<file path="src/rtl/uart_sched_pkg.sv">
// Shared constants and types for the Uart transmit scheduler: default MMIO addresses,
// drain FSM states, round-robin owner and status byte bit positions.
package uart_sched_pkg;

    localparam logic [15:0] TX_ADDR_DEFAULT     = 16'hf001;
    localparam logic [15:0] STATUS_ADDR_DEFAULT = 16'hf002;

    typedef enum logic {
        DRAIN_IDLE = 1'b0,
        DRAIN_REQ  = 1'b1
    } drain_state_t;

    // Which requester wins the next two-way tie.
    typedef enum logic {
        RR_CPU = 1'b0,
        RR_DBG = 1'b1
    } rr_owner_t;

    localparam int STAT_EMPTY = 0;
    localparam int STAT_FULL  = 1;
    localparam int STAT_BUSY  = 2;

endpackage

</file>
<file path="src/rtl/sync_fifo.sv">
// Single-clock FIFO with a combinational head read port. Push while full and pop
// while empty are ignored, so callers may gate loosely without corrupting state.
module sync_fifo #(
    parameter int DEPTH = 16,
    parameter int WIDTH = 8,
    localparam int AW = $clog2(DEPTH)
) (
    input  logic             clock,
    input  logic             reset,
    input  logic             push_i,
    input  logic [WIDTH-1:0] wdata_i,
    input  logic             pop_i,
    output logic [WIDTH-1:0] head_o,
    output logic [AW:0]      count_o,
    output logic             full_o,
    output logic             empty_o
);

    logic [WIDTH-1:0] mem_q [DEPTH];
    logic [AW-1:0]    wr_ptr_q;
    logic [AW-1:0]    rd_ptr_q;
    logic [AW:0]      count_q;
    logic             do_push;
    logic             do_pop;

    assign full_o  = (count_q == (AW+1)'(DEPTH));
    assign empty_o = (count_q == '0);
    assign do_push = push_i & ~full_o;
    assign do_pop  = pop_i & ~empty_o;
    assign head_o  = mem_q[rd_ptr_q];
    assign count_o = count_q;

    always_ff @(posedge clock) begin
        if (do_push) begin
            mem_q[wr_ptr_q] <= wdata_i;
        end
    end

    // Pointers wrap for free because DEPTH is a power of two.
    always_ff @(posedge clock) begin
        if (reset) begin
            wr_ptr_q <= '0;
            rd_ptr_q <= '0;
            count_q  <= '0;
        end else begin
            if (do_push) wr_ptr_q <= wr_ptr_q + 1'b1;
            if (do_pop)  rd_ptr_q <= rd_ptr_q + 1'b1;
            count_q <= count_q + {{AW{1'b0}}, do_push} - {{AW{1'b0}}, do_pop};
        end
    end

endmodule

</file>
<file path="src/rtl/uart_tx_scheduler.sv">
// Merges CPU MMIO writes and a debug byte stream into one FIFO with round-robin push
// arbitration, and drains the FIFO into the Uart over its req/done handshake.
module uart_tx_scheduler
    import uart_sched_pkg::*;
#(
    parameter int          DEPTH       = 16,
    parameter logic [15:0] TX_ADDR     = TX_ADDR_DEFAULT,
    parameter logic [15:0] STATUS_ADDR = STATUS_ADDR_DEFAULT,
    localparam int CW = $clog2(DEPTH) + 1
) (
    input  logic           clock,
    input  logic           reset,
    input  logic [15:0]    cpu_addr,
    input  logic [7:0]     cpu_data,
    input  logic           cpu_req,
    output logic           cpu_done,
    output logic [7:0]     cpu_rdata,
    input  logic [7:0]     dbg_data,
    input  logic           dbg_valid,
    output logic           dbg_ready,
    output logic [15:0]    uart_addr,
    output logic [7:0]     uart_data,
    output logic           uart_req,
    input  logic           uart_done,
    output logic [CW-1:0]  fifo_count,
    output drain_state_t   drain_state
);

    // Handshakes: the debug port transfers on a cycle where dbg_valid & dbg_ready; dbg_ready
    // never looks at dbg_valid. CPU and Uart sides hold their req until the matching done.
    logic         cpu_done_q, cpu_done_d;
    logic [7:0]   cpu_rdata_q, cpu_rdata_d;
    rr_owner_t    rr_q, rr_d;
    drain_state_t state_q;
    logic         uart_req_q;

    logic         fifo_full, fifo_empty, fifo_push, fifo_pop;
    logic [7:0]   push_data;
    logic         acc_open, cpu_wr_elig, status_rd, dbg_elig, grant_cpu, grant_dbg;
    logic [7:0]   status;

    always_comb begin
        acc_open    = cpu_req & ~cpu_done_q;
        cpu_wr_elig = acc_open & (cpu_addr == TX_ADDR) & ~fifo_full;
        status_rd   = acc_open & (cpu_addr == STATUS_ADDR);
        dbg_elig    = dbg_valid & ~fifo_full;
        grant_cpu   = cpu_wr_elig & (~dbg_elig | (rr_q == RR_CPU));
        grant_dbg   = dbg_elig & (~cpu_wr_elig | (rr_q == RR_DBG));
        fifo_push   = grant_cpu | grant_dbg;
        push_data   = grant_cpu ? cpu_data : dbg_data;
        dbg_ready   = ~fifo_full & (~cpu_wr_elig | (rr_q == RR_DBG));
        fifo_pop    = (state_q == DRAIN_REQ) & uart_done;

        status              = '0;
        status[STAT_EMPTY]  = fifo_empty;
        status[STAT_FULL]   = fifo_full;
        status[STAT_BUSY]   = (state_q == DRAIN_REQ);

        cpu_done_d  = grant_cpu | status_rd;
        cpu_rdata_d = status_rd ? status : 8'h00;
        rr_d        = rr_q;
        if (grant_cpu) rr_d = RR_DBG;
        if (grant_dbg) rr_d = RR_CPU;
    end

    always_ff @(posedge clock) begin
        if (reset) begin
            cpu_done_q  <= 1'b0;
            cpu_rdata_q <= 8'h00;
            rr_q        <= RR_CPU;
        end else begin
            cpu_done_q  <= cpu_done_d;
            cpu_rdata_q <= cpu_rdata_d;
            rr_q        <= rr_d;
        end
    end

    // Drain FSM: a new request can only start from IDLE, so after a pop there is always
    // at least one cycle with uart_req low.
    always_ff @(posedge clock) begin
        if (reset) begin
            state_q    <= DRAIN_IDLE;
            uart_req_q <= 1'b0;
        end else begin
            case (state_q)
                DRAIN_IDLE: begin
                    if (!fifo_empty) begin
                        state_q    <= DRAIN_REQ;
                        uart_req_q <= 1'b1;
                    end
                end
                DRAIN_REQ: begin
                    if (uart_done) begin
                        state_q    <= DRAIN_IDLE;
                        uart_req_q <= 1'b0;
                    end
                end
                default: begin
                    state_q    <= DRAIN_IDLE;
                    uart_req_q <= 1'b0;
                end
            endcase
        end
    end

    sync_fifo #(
        .DEPTH (DEPTH),
        .WIDTH (8)
    ) u_fifo (
        .clock   (clock),
        .reset   (reset),
        .push_i  (fifo_push),
        .wdata_i (push_data),
        .pop_i   (fifo_pop),
        .head_o  (uart_data),
        .count_o (fifo_count),
        .full_o  (fifo_full),
        .empty_o (fifo_empty)
    );

    assign cpu_done    = cpu_done_q;
    assign cpu_rdata   = cpu_rdata_q;
    assign uart_req    = uart_req_q;
    assign uart_addr   = TX_ADDR;
    assign drain_state = state_q;

endmodule

</file>
<file path="config.mk">
export PLATFORM = sky130hd
export DESIGN_NAME = uart_tx_scheduler
export DESIGN_NICKNAME = d
export VERILOG_FILES = /design/src/rtl/uart_sched_pkg.sv /design/src/rtl/sync_fifo.sv /design/src/rtl/uart_tx_scheduler.sv
export SDC_FILE = /design/constraint.sdc
export NUM_CORES = 1
export LEC_CHECK = 0
export CAP_MARGIN = 10
export CORE_AREA = 2 2 127 129
export DETAILED_ROUTE_END_ITERATION = 10
export DIE_AREA = 0 0 129 131
export GPL_ROUTABILITY_DRIVEN = 0
export GPL_TIMING_DRIVEN = 0
export SYNTH_ARGS = -nofsm -noshare
export SYNTH_HDL_FRONTEND = slang
export SYNTH_SLANG_ARGS = --single-unit
export TNS_END_PERCENT = 30
</file>
<file path="constraint.sdc">
create_clock -name clock -period 2.8 [get_ports clock]
set_clock_uncertainty 0.1 [all_clocks]
set_input_delay 0.42 -clock clock [delete_from_list [all_inputs] [get_ports clock]]
set_output_delay 0.42 -clock clock [all_outputs]
set_load 0.005 [all_outputs]
</file>
After elaboration in Yosys (flattened, before gate mapping)

Memories as Yosys holds them, arrays and structs flattened. A register that Yosys moved wholly into a read port is not among the register bits.
Index checks and enable logic that the tools add are counted.

Add/subtract/negate cells: 4
Equal/unequal tests: 5
Multiplexer cells: 11
Bitwise logic cells: 23
Reductions and logical operators: 4

Operator list:

| cell                   | number |
|---|---|
| $eq A16 B16 Y1 const B | 2 |
| $and A1 B1 Y1          | 11 |
| $add A4 B1 Y4 const B  | 2 |
| $mux W4                | 2 |
| $mux W8                | 1 |
| $not A1 Y1             | 8 |
| $mux W1                | 6 |
| $add A5 B1 Y5          | 1 |
| $eq A5 B5 Y1 const B   | 1 |
| $logic_not A5 Y1       | 1 |
| $sub A5 B1 Y5          | 1 |
| $ne A2 B2 Y1 const B   | 2 |
| $or A1 B1 Y1           | 4 |
| $pmux W1 S2            | 2 |
| $reduce_or A2 Y1       | 2 |
| $reduce_and A2 Y1      | 1 |

Flip-flop bits (word level): 25
RAM bits: 128
Output and inout bits: 41
Logic and storage cells: 57
Memories: 1

Memories:

| memory       | depth | width | rd ports | clocked after Yosys merged registers in | write ports | RTL line        | source |
|---|---|---|---|---|---|---|---|
| u_fifo.mem_q | 16    | 8     | 1        | 1                                       | 1           | sync_fifo.sv:19 | `logic [WIDTH-1:0] mem_q [DEPTH];` |

Depth between registers and ports, before layout

Depth in word-level cells: 11
Mapped depth: 13
Gate-level depth less buffers: 12

Modules after synthesis

From an unflattened synthesis, not the netlist that was laid out.

Cell total of the unflattened synthesis: 372
Area, all modules: 6402.4 sq um

By module, submodules not included:

| module            | instances | cells an instance | area each (sq um) |
|---|---|---|---|
| sync_fifo         | 1         | 306               | 5799.3 |
| uart_tx_scheduler | 1         | 66                | 603.1 |

Worst setup path after synthesis

No wires, ideal clock.

Path type: flip-flop to flip-flop
Start point: register u_fifo.count_q[3], in the netlist u_fifo.count_o[3]
End point: register u_fifo.count_q[4], in the netlist u_fifo.count_o[4]
Library setup time: 71 ps
Arrival: 2756 ps
Required time: 2629 ps
Slack: -126 ps
Stages on the path, launching flop included: 13
Cell sequence: dfxtp_1 > inv_1 > ha_1 > nor4b_1 > nor2_1 > ha_1 > inv_1 > ha_1 > fa_1 > a21oi_1 > nor2_1 > or3_1 > a21oi_1

RTL lines:

| item                   | RTL line        | source |
|---|---|---|
| from (decl)            | sync_fifo.sv:22 | `logic [AW:0] count_q;` |
| from (signal assigned) | sync_fifo.sv:48 | `count_q <= count_q + {{AW{1'b0}}, do_push} - {{AW{1'b0}}, do_pop};` |
| $logic_not A5 Y1       | sync_fifo.sv:27 | `assign empty_o = (count_q == '0);` |
| $not A1 Y1             | sync_fifo.sv:29 | `assign do_pop = pop_i & ~empty_o;` |
| $and A1 B1 Y1          | sync_fifo.sv:29 |  |
| via u_fifo.do_pop      | sync_fifo.sv:24 | `logic do_pop;` |
| $sub A5 B1 Y5          | sync_fifo.sv:48 |  |

The timed path passes the listed nets, and every way through them passes these cells.
A chain may end at the register's enable or synchronous reset.

==> summary.md <==
- **post-synthesis sequential element count** 152
- **Chip Height** 131 microns
- **worst hold slack** 0.418 ns
- **diodes inserted** 0
- **Highest Clock Rate** 365 MHz
- **area share of the largest cell type after synthesis** 59.8%
- **initial cell density of the core** 41.2%
- **end point of the critical path** uart_data[2]
- **port bufs** 56
- **sequential cell area in the final layout** 4330 sq um
- **pin count of the biggest net entering global routing** 17
- **count of flip-flops with a built-in enable after synthesis** 128
- **Filler cells** 1281
- **total half-perimeter wirelength after legalization and detailed placement** 9320 microns
- **pin slew with the least headroom to its limit** 0.767 ns
- **Area Overhead vs Synth** 30.1%
- **post-detailed-route wirelength per cell** 19.1 microns
- **average vias per placed instance** 5.04
- **initial antenna violation count** 0
- **arrival time at the worst endpoint** 2.22 ns
- **share of the synthesized netlist area taken by xor and xnor gates** 0.818%
- **max-cap violations** 0
- **DRC** 0
- **GRT Residual Overflow** 0
- **power density over cell area** 818 nW/um^2
- **worst min path class** register to register
- **cell row count** 46
- **multiplexer share of the synthesized area** 12.6%
- **multi-input combinational cell area** 2030 sq um
- **worst-case clock buffer depth** 2
- **Worst Reg2Reg Path Length in Cells** 12
- **clock transition time at the flip-flop clock pins of the worst setup and hold paths** 0.06 ns
- **highest fanout seen on the critical path** 9
- **run status** finished clean
- **final number of max-transition violations** 0
- **number of global-route vias before repair** 3747
- **placed instance area** 7350 sq um
- **most frequent cells in the layout** 128 x sky130_fd_sc_hd__edfxtp_1, 47 x sky130_fd_sc_hd__buf_4, 47 x sky130_fd_sc_hd__clkdlybuf4s50_1, 32 x sky130_fd_sc_hd__mux4_2, 21 x sky130_fd_sc_hd__conb_1
- **worst-case vdd ir drop** 0.466 mV
- **Avg Cell Area, Syn** 16.6 sq um
- **area fraction in and, or, nand and nor cells after synthesis** 8.10%
- **I/O pin cnt** 78
- **CP startpoint kind** register
- **total clock sinks** 152
- **worst r2r dst** u_fifo.count_o[4]
- **clock insertion delay at the later pin of the skew report** 0.43 ns
- **final-stage net count** 552
- **crit path setup slack, layout** 0.0627 ns
- **reg-to-reg critical path startpoint** u_fifo.count_o[3]
- **Area contributors post-synth** sky130_fd_sc_hd__edfxtp_1 60%, sky130_fd_sc_hd__mux4_2 11%, sky130_fd_sc_hd__dfxtp_1 7.5%, sky130_fd_sc_hd__buf_4 2.6%, sky130_fd_sc_hd__ha_1 2.1%
- **count of synthesis-stage warnings from yosys** 0
- **reg-to-reg setup timing slack** 0.13 ns
- **CTS Hold Bufs** 0
- **Leak** 2.97 nW
- **Final Core Density** 53.6%
- **Critical Setup Path Class** register to output port
- **Data required, critical path** 2.28 ns
- **time the final worst path needs with I/O delays and setup** 2.74 ns
- **main combinational cell family by area after synthesis** multiplexers
- **horizontal extent of the die** 129 microns
- **most frequent standard cell in the layout excluding fill and tap cells** sky130_fd_sc_hd__edfxtp_1
- **post-synth cell types** 47
- **total non-filler cell area in the finished layout** 8360 sq um
- **cell type contributing the most total cell area after synthesis** sky130_fd_sc_hd__edfxtp_1
- **clock tree root driver cell** sky130_fd_sc_hd__clkbuf_16
- **area of the die** 16900 sq um
- **mapped cell area** 6420 sq um
- **number of buffers added by the clock tree synthesis step** 17
- **worst rel slew slack** 48.7%
- **area of the core** 15600 sq um
- **Compound-Gate Fraction of Synth Area** 4.30%
- **post-detailed-routing wire length** 14000 microns
- **Hold Vio Cnt, Final** 0
- **first-pass GRT wire length** 21000 microns
- **post-place setup slack** -0.450 ns
- **layout cells sized above 1** 31.4%
- **final clock period utilization by the worst path** 97.8%
- **Routed Antenna Nets** 0
- **most used flip-flop cell after synthesis** sky130_fd_sc_hd__edfxtp_1
- **CTS tree** done
- **area share of fa/ha/maj cells after synthesis** 2.45%
- **H-tree depth** 4
- **fraction of registers with async set or reset after synthesis** 0%
- **final setup fails** 0
- **sequential fraction of the synthesis area** 67.3%
- **sum of negative setup slack** 0 ns
- **routed via count** 3690
- **unrepaired setup endpoints after global routing** true
- **nature of the critical path endpoint** output port
- **post-synthesis cell count** 386
- **detailed-router iteration count before antenna repair** 4
- **GRT Util Overall** 17.3%
- **Iteration-0 DRC Markers** 378
==> registers in the layout, summed over array words and instances, names as in the netlist, named ones only <==
| signal | flops |
|---|---|
| cpu_done | 1 |
| cpu_rdata | 3 |
| drain_state | 1 |
| rr_q | 1 |
| u_fifo.count_o | 5 |
| u_fifo.mem_q | 128 |
| u_fifo.rd_ptr_q | 4 |
| u_fifo.wr_ptr_q | 4 |
| uart_req | 1 |
==> how the worst min path moves through the flow <==
stage / start / end / slack, ns / cells after the start
after floorplan: uart_req / uart_req / 0.38 / 2
after global placement: uart_req / uart_req / 0.39 / 2
after detailed placement: uart_req / uart_req / 0.40 / 2
after CTS: uart_req / uart_req / 0.42 / 2
after global routing: uart_req / uart_req / 0.44 / 2
final: u_fifo.rd_ptr_q[3] / register / 0.42 / 2
==> power breakdown <==
group / internal (mW) / total (mW) / switching, mW
clock network: 1.57 / 2.44 / 0.876
registers: 2.67 / 2.79 / 0.126
logic: 0.886 / 1.60 / 0.718
==> cell type report <==
class                   instances  area share, %
inverters                      10          0.449
clock inverters                15           2.48
plain buffers                  34           3.59
repair buffers                 83           9.06
flip-flops and latches        152           51.8
well taps                     216           3.23
clock buffers                  17           5.09
multi-input cells             205           24.3
==> routing by layer <==
metal / routed length (microns) / GRT usage (%)
met1: 6130 / 22.9
met2: 6800 / 28.3
met3: 873 / 3.83
met4: 206 / 6.46
met5: 0 / 0
==> per-stage QoR <==
| step | std cells | total power [mW] |
|---|---|---|
| finish | 732 | 6.84 |
| floorplan | 405 | 3.65 |
| global route | 732 | 7.12 |
| CTS | 713 | 6.72 |
| global placement | 677 | 4.13 |
| detailed placement | 677 | 4.16 |
==> synth_stat cells (4+ instances only) <==
cell type                  number
sky130_fd_sc_hd__xnor2_1        5
sky130_fd_sc_hd__mux4_2        32
sky130_fd_sc_hd__nand3_1        7
sky130_fd_sc_hd__edfxtp_1     128
sky130_fd_sc_hd__ha_1          11
sky130_fd_sc_hd__nor2_1        15
sky130_fd_sc_hd__and3_1        16
sky130_fd_sc_hd__nor3_1         4
sky130_fd_sc_hd__and2_1         6
sky130_fd_sc_hd__inv_1         10
sky130_fd_sc_hd__dfxtp_1       24
sky130_fd_sc_hd__a22oi_1       17
sky130_fd_sc_hd__nor3b_1        4
sky130_fd_sc_hd__mux2_2         8
sky130_fd_sc_hd__nand2_1       14
sky130_fd_sc_hd__buf_4         22
sky130_fd_sc_hd__a21oi_1        7
sky130_fd_sc_hd__nor2b_1        9
sky130_fd_sc_hd__clkbuf_1      10
==> what timing repair did <==
action,CTS,global route
resized for setup,49,15
buffers inserted,6,21
endpoints found under the setup margin,19,46
pin swaps,6,13
cloned,0,1
==> worst max-delay path: stages (launching register included) <==
cell and delay [ns]:
sky130_fd_sc_hd__dfxtp_4 0.42, sky130_fd_sc_hd__buf_12 0.15, sky130_fd_sc_hd__buf_4 0.13, sky130_fd_sc_hd__mux4_2 0.55, sky130_fd_sc_hd__a22oi_2 0.18, sky130_fd_sc_hd__nand2_1 0.09
sky130_fd_sc_hd__dlygate4sd2_1 0.26
==> logic make-up after synthesis <==
logic type,count (synthesis)
AND/OR/NAND/NOR,87
buffers and inverters,48
XOR/XNOR,6
AO/OA/AOI/OAI,39
flip-flops,152
other,2
adder cells (fa/ha/maj),12
multiplexers,40
No activity file was read; power rests on OpenSTA's default activity.
